File: config.mk
export PLATFORM = sky130hd
export DESIGN_NAME = b_format_decoder
export DESIGN_NICKNAME = d
export VERILOG_FILES = /design/src/rtl/b_format_decoder.sv
export SDC_FILE = /design/constraint.sdc
export NUM_CORES = 1
export LEC_CHECK = 0
export CAP_MARGIN = 15
export CORE_AREA = 2 2 171 173
export DETAILED_ROUTE_END_ITERATION = 10
export DIE_AREA = 0 0 173 175
export HOLD_SLACK_MARGIN = 0.02
export PLACE_DENSITY = 0.69
export SYNTH_ARGS = -nofsm -noshare
export SYNTH_HDL_FRONTEND = slang
export SYNTH_SLANG_ARGS = --single-unit
File: constraint.sdc
create_clock -name clock_i -period 0.8 [get_ports clock_i]
set_input_delay 0.16 -clock clock_i [delete_from_list [all_inputs] [get_ports clock_i]]
set_output_delay 0.16 -clock clock_i [all_outputs]
set_load 0.03 [all_outputs]
File: src/rtl/b_format_decoder.sv
// B-form (bc/bca/bcl/bcla) decoder: recognises primary opcode 16 on the B-form
// lane and registers a branch-unit micro-op one cycle after issue.
module b_format_decoder #(
  parameter int addressWidth            = 64,
  parameter int instructionWidth        = 32,
  parameter int PidSize                 = 20,
  parameter int TidSize                 = 16,
  parameter int instructionCounterWidth = 64,
  parameter int instMinIdWidth          = 7,
  parameter int opcodeSize              = 6,
  parameter int regSize                 = 5,
  parameter int immediateSize           = 14,
  parameter int funcUnitCodeSize        = 3,
  parameter int BranchUnitID            = 6,
  parameter int BOpcode                 = 16,
  parameter int BFormatBit              = 24,
  parameter int formatCount             = 26
) (
  input  logic                                 clock_i,
  input  logic                                 reset_i,
  input  logic                                 enable_i,
  input  logic                                 stall_i,
  input  logic [0:formatCount-1]               instFormat_i,
  input  logic [opcodeSize-1:0]                instructionOpcode_i,
  input  logic [0:instructionWidth-1]          instruction_i,
  input  logic [addressWidth-1:0]              instructionAddress_i,
  input  logic                                 is64Bit_i,
  input  logic [PidSize-1:0]                   instructionPid_i,
  input  logic [TidSize-1:0]                   instructionTid_i,
  input  logic [instructionCounterWidth-1:0]   instructionMajId_i,
  output logic                                 enable_o,
  output logic [opcodeSize-1:0]                instructionOpcode_o,
  output logic [addressWidth-1:0]              instructionAddress_o,
  output logic [funcUnitCodeSize-1:0]          functionalUnitType_o,
  output logic [0:instructionCounterWidth]     instMajId_o,
  output logic [instMinIdWidth-1:0]            instMinId_o,
  output logic                                 is64Bit_o,
  output logic [PidSize-1:0]                   instPid_o,
  output logic [TidSize-1:0]                   instTid_o,
  output logic [0:2*regSize+immediateSize+3]   instructionBody_o
);

  localparam int bodyWidth = 2 * regSize + immediateSize + 4;
  localparam int boPos     = opcodeSize;
  localparam int biPos     = boPos + regSize;
  localparam int bdPos     = biPos + regSize;
  localparam int aaPos     = bdPos + immediateSize;
  localparam int lkPos     = aaPos + 1;

  // Body layout: BO | BI | BD (raw) | AA | LK | decrement-CTR | test-condition
  function automatic logic [0:bodyWidth-1] decodeBody(input logic [0:instructionWidth-1] inst);
    logic [0:regSize-1] bo;
    bo = inst[boPos +: regSize];
    return {bo, inst[biPos +: regSize], inst[bdPos +: immediateSize],
            inst[aaPos], inst[lkPos], ~bo[2], ~bo[0]};
  endfunction

  logic accept_p0;

  logic                               vld_p1;
  logic [opcodeSize-1:0]              opcode_p1;
  logic [addressWidth-1:0]            address_p1;
  logic [funcUnitCodeSize-1:0]        funcUnit_p1;
  logic [0:instructionCounterWidth]   majId_p1;
  logic [instMinIdWidth-1:0]          minId_p1;
  logic                               is64Bit_p1;
  logic [PidSize-1:0]                 pid_p1;
  logic [TidSize-1:0]                 tid_p1;
  logic [0:bodyWidth-1]               body_p1;

  assign accept_p0 = enable_i & instFormat_i[BFormatBit] &
                     (instructionOpcode_i == opcodeSize'(BOpcode)) & ~stall_i;

  // Stage p0 -> p1: a stall freezes the whole record, including the valid flag
  always_ff @(posedge clock_i or negedge reset_i) begin
    if (!reset_i) begin
      vld_p1      <= 1'b0;
      opcode_p1   <= '0;
      address_p1  <= '0;
      funcUnit_p1 <= '0;
      majId_p1    <= '0;
      minId_p1    <= '0;
      is64Bit_p1  <= 1'b0;
      pid_p1      <= '0;
      tid_p1      <= '0;
      body_p1     <= '0;
    end else if (!stall_i) begin
      vld_p1 <= accept_p0;
      if (accept_p0) begin
        opcode_p1   <= instructionOpcode_i;
        address_p1  <= instructionAddress_i;
        funcUnit_p1 <= funcUnitCodeSize'(BranchUnitID);
        majId_p1    <= {1'b0, instructionMajId_i};
        minId_p1    <= '0;
        is64Bit_p1  <= is64Bit_i;
        pid_p1      <= instructionPid_i;
        tid_p1      <= instructionTid_i;
        body_p1     <= decodeBody(instruction_i);
      end
    end
  end

  assign enable_o             = vld_p1;
  assign instructionOpcode_o  = opcode_p1;
  assign instructionAddress_o = address_p1;
  assign functionalUnitType_o = funcUnit_p1;
  assign instMajId_o          = majId_p1;
  assign instMinId_o          = minId_p1;
  assign is64Bit_o            = is64Bit_p1;
  assign instPid_o            = pid_p1;
  assign instTid_o            = tid_p1;
  assign instructionBody_o    = body_p1;

endmodule

# == After elaboration in Yosys (flattened, before gate mapping) ==
# Index checks and enable logic that the tools add are counted.
# Widths: inputs -> output; s select.
# word_totals
ff_bits,201
output_inout_bits,211
# op_classes
reduce_logical,1
bitwise,6
eq_ne,1
# op_table
op,n
$eq 6x5->1 const B,1
$and 1x1->1,3
$not 1->1,3
$reduce_and 2->1,1

# == Longest topological paths before layout ==
# depth
ltp_word,4
ltp_mapped,5
ltp_nobuf,3

# == Worst setup path before layout ==
# OpenSTA, ideal clock, no wires.
# synth_path
kind,input port to flip-flop
start,in instructionOpcode_i[3]
end,"reg majId_p1, in the netlist instMajId_o[10]"
slack_ps,-534
cell_stages,5
path_buffers,2
t_arrival_ps,1207
required_time_ps,672
path_cell_list,nor4b_2 -> nand4_1 -> buf_2 -> buf_6 -> mux2_1
# synth_between
elab_chain_cells,4
# synth_rtl
element,line,source
"start, declared",24,"input logic [opcodeSize-1:0] instructionOpcode_i,"
$eq 6x5->1,72,(instructionOpcode_i == opcodeSize'(BOpcode)) & ~stall_i;
$and 1x1->1,71,assign accept_p0 = enable_i & instFormat_i[BFormatBit] &
$and 1x1->1,72,
$reduce_and 2->1 (no source line),n/a,
"end signal, assigned",93,"majId_p1 <= {1'b0, instructionMajId_i};"
"end, declared",64,logic [0:instructionCounterWidth] majId_p1;
# No other way between the ends.
# A chain may end at the register's enable or synchronous reset.

# == Final worst setup path ==
# layout_path
start,"reg pid_p1[2], in the netlist instPid_o[2]"
end,out instPid_o[2]
# layout_rtl
element,line,source
"start, declared",67,logic [PidSize-1:0] pid_p1;
"start signal, assigned",96,pid_p1 <= instructionPid_i;
"end, declared",38,"output logic [PidSize-1:0] instPid_o,"
# No word-level cell between the ends.

==> impl_metrics.tcl <==
set metrics [dict create \
    synthTopCellsByCount "dfrtp_1, mux2_1, buf_4, mux2_2, buf_6" \
    fill_cells 2275 \
    use_met1_pct 20.7 \
    clock_sinks 201 \
    htree_levels 1 \
    path_clk_slew_ns 0.06 \
    die_area_um2 30300 \
    rsz0062_at_grt "true" \
    syn_area_per_cell_um2 17.1 \
    setup_viol 403 \
    grt_pass1_vias 6666 \
    die_h_um 175 \
    critPathLaunchType "register" \
    post-route-min-period_ns 1.26 \
    outcome "finished with violations" \
    use_met2_pct 30.0 \
    gp_congestion 0.748 \
    core_area_um2 28400 \
    ys_ff_latch 201 \
    arrival_ns 1.10 \
    fin_ws_ns -0.457 \
    final_cells 1411 \
    power.leakage_nw 8.20 \
    pin_count 444 \
    vias_per_cell 4.27 \
    drtIter0Drc 187 \
    cts_tree "yes" \
    finalCritPeriodShare_pct 157 \
    fmax_mhz 796 \
    fin_worst_skew_ns 0 \
    dp_hpwl_mm 16.1 \
    cp_max_fo 2 \
    crit_path_top_delay_cell "dfrtp_1" \
    synth_edf_count 0 \
    ctsRootBufferMaster "clkbuf_16" \
    gr-usage-met3_pct 4.26 \
    netlist_area_um2 7560 \
    min_path_type "primary input to register" \
    insertion_delay_ns 0.50 \
    synth_top_area_share_pct 66.6 \
    holdWs_ns 0.122 \
    antenna_found_initial 0 \
    drt-total-wl_mm 27.4 \
    cp_top_family "flip-flops" \
    cp.required_ns 0.64 \
    hold_depth 4 \
    grt.busiest_layer "met2" \
    grt_overflow 0 \
    final_nets 1245 \
    antenna_cells 0 \
    ant_nets 0 \
    ys_warn_count 0 \
    clk_path_buf_depth 3 \
    max-cap-violations 0 \
    grtUsageTotal_pct 17.2 \
    final_util_pct 54.0 \
    grt_max_degree 56 \
    die_w_um 173 \
    syn_inst 441 \
    vias 6022 \
    yosys.area.top_type "dfrtp_1" \
    syn2layout_area_growth_pct 103 \
    wl_per_cell_um 19.4 \
    dp_cells 1233 \
    grt_pass1_wl_mm 40.7 \
    cts_buffers 22 \
    cp.depth 1 \
    cp_cell_sequence "buf_6" \
    port_buffers 403 \
    start_util_pct 26.6 \
    max_stage_delay_ns 0.43 \
    yosys.cell_types.count 16 \
    violations "setup timing" \
    vdd_drop_max_mv 1.19 \
    synth.area.top_cells "dfrtp_1, mux2_1, buf_4" \
    drive_gt1_share_pct 59.3 \
    crit_type "register to output port" \
    drc 0 \
    setup_tns_ns -134.53 \
    synth_top_flop_cell "dfrtp_1" \
    critPathCaptureType "output port" \
    rows 62 \
    ys_seq_area_share_pct 66.6 \
    reg2regPathDepth 3 \
    hold_violations 0 \
    drv_slew 0 \
    r2r_slack_ns -0.23 \
    crit_buf_inv 1 \
    power_density_nw_per_um2 1680 \
    first_pass_iters 4 \
    async_flop_share_pct 100 \
    yosys.cell_count.top_type "dfrtp_1" \
]
path summary, 6_finish.rpt:
check                                    startpoint                  endpoint
min reg2reg                  instructionOpcode_o[4]    instructionOpcode_o[4]
max reg2reg                instructionAddress_o[55]  instructionAddress_o[55]
max                                    instPid_o[2]              instPid_o[2]
min in group asynchronous                   reset_i           instMajId_o[26]
max in group asynchronous                   reset_i             instPid_o[11]
min                                         stall_i                  enable_o
flip-flops by register name, summed over array words and instances, names as in the netlist:
| signal | cells |
|---|---|
| is64Bit_o | 1 |
| instTid_o | 16 |
| functionalUnitType_o | 1 |
| instructionAddress_o | 64 |
| instructionBody_o | 28 |
| enable_o | 1 |
| instPid_o | 20 |
| instMajId_o | 64 |
| instructionOpcode_o | 6 |
power breakdown:
part / leakage, nW / switching, W / internal (W) / total, W
registers: 2.76 / 0.000373 / 0.0106 / 0.0110
clock network: 0.357 / 0.00411 / 0.00587 / 0.00998
logic: 5.08 / 0.00196 / 0.00274 / 0.00470
total: 8.20 / 0.00644 / 0.0193 / 0.0257
metrics by stage:
stage | worst slack [ns] | cell area, um2 | power, W
6_report | -0.457 | 15300 | 0.0257
5_1_grt | -0.497 | 15300 | 0.0267
4_1_cts | -0.483 | 15000 | 0.0256
3_5_place_dp | -1.11 | 11700 | 0.0147
3_3_place_gp | -1.08 | 11700 | 0.0146
2_1_floorplan | -0.511 | 7600 | 0.0124
timing repair:
item | 4_1_cts | 5_1_grt
gates cloned | 19 | 0
hold buffers | 1 | 0
gates resized for setup | 405 | 73
setup buffers | 68 | 73
pin swaps | 5 | 3
setup endpoints to repair | 403 | 402
endpoints found under the hold margin | 201 | 0
metal layers:
layer,vias to the layer above,part of all wire [%]
met3,60,6.4
met5,-,0
met2,248,52
met1,3051,39
met4,0,3.2
li1,2663,-
layout by cell type, fill, tap and decap left out, drive strengths merged, types with 5 or more instances in the layout:
cell type      count
clkinv             5
clkbuf            35
mux2             191
dfrtp            201
conb               9
and2               5
buf              373
clkdlybuf4s50    191
final cells by class:
| class | instances | area, um2 | share of cell area, % |
|---|---|---|---|
| clock inverters | 6 | 32.5 | 0.212 |
| repair buffers | 571 | 6120 | 39.9 |
| clock buffers | 33 | 683 | 4.46 |
| multi-input cells | 214 | 2980 | 19.4 |
| flip-flops and latches | 201 | 5030 | 32.8 |
| well taps | 384 | 480 | 3.13 |
| inverters | 2 | 7.51 | 0.0490 |
logic make-up (layout without fill, tap and decap cells):
| logic type | Yosys count | count (layout) | synth area share, % |
|---|---|---|---|
| buf+inv | 34 | 612 | 3.63 |
| flops | 201 | 201 | 66.6 |
| mux | 193 | 193 | 28.7 |
| other cells | 1 | 9 | 0.0496 |
| simple gates | 12 | 12 | 1.03 |
Power figures use the tool's default switching activity.
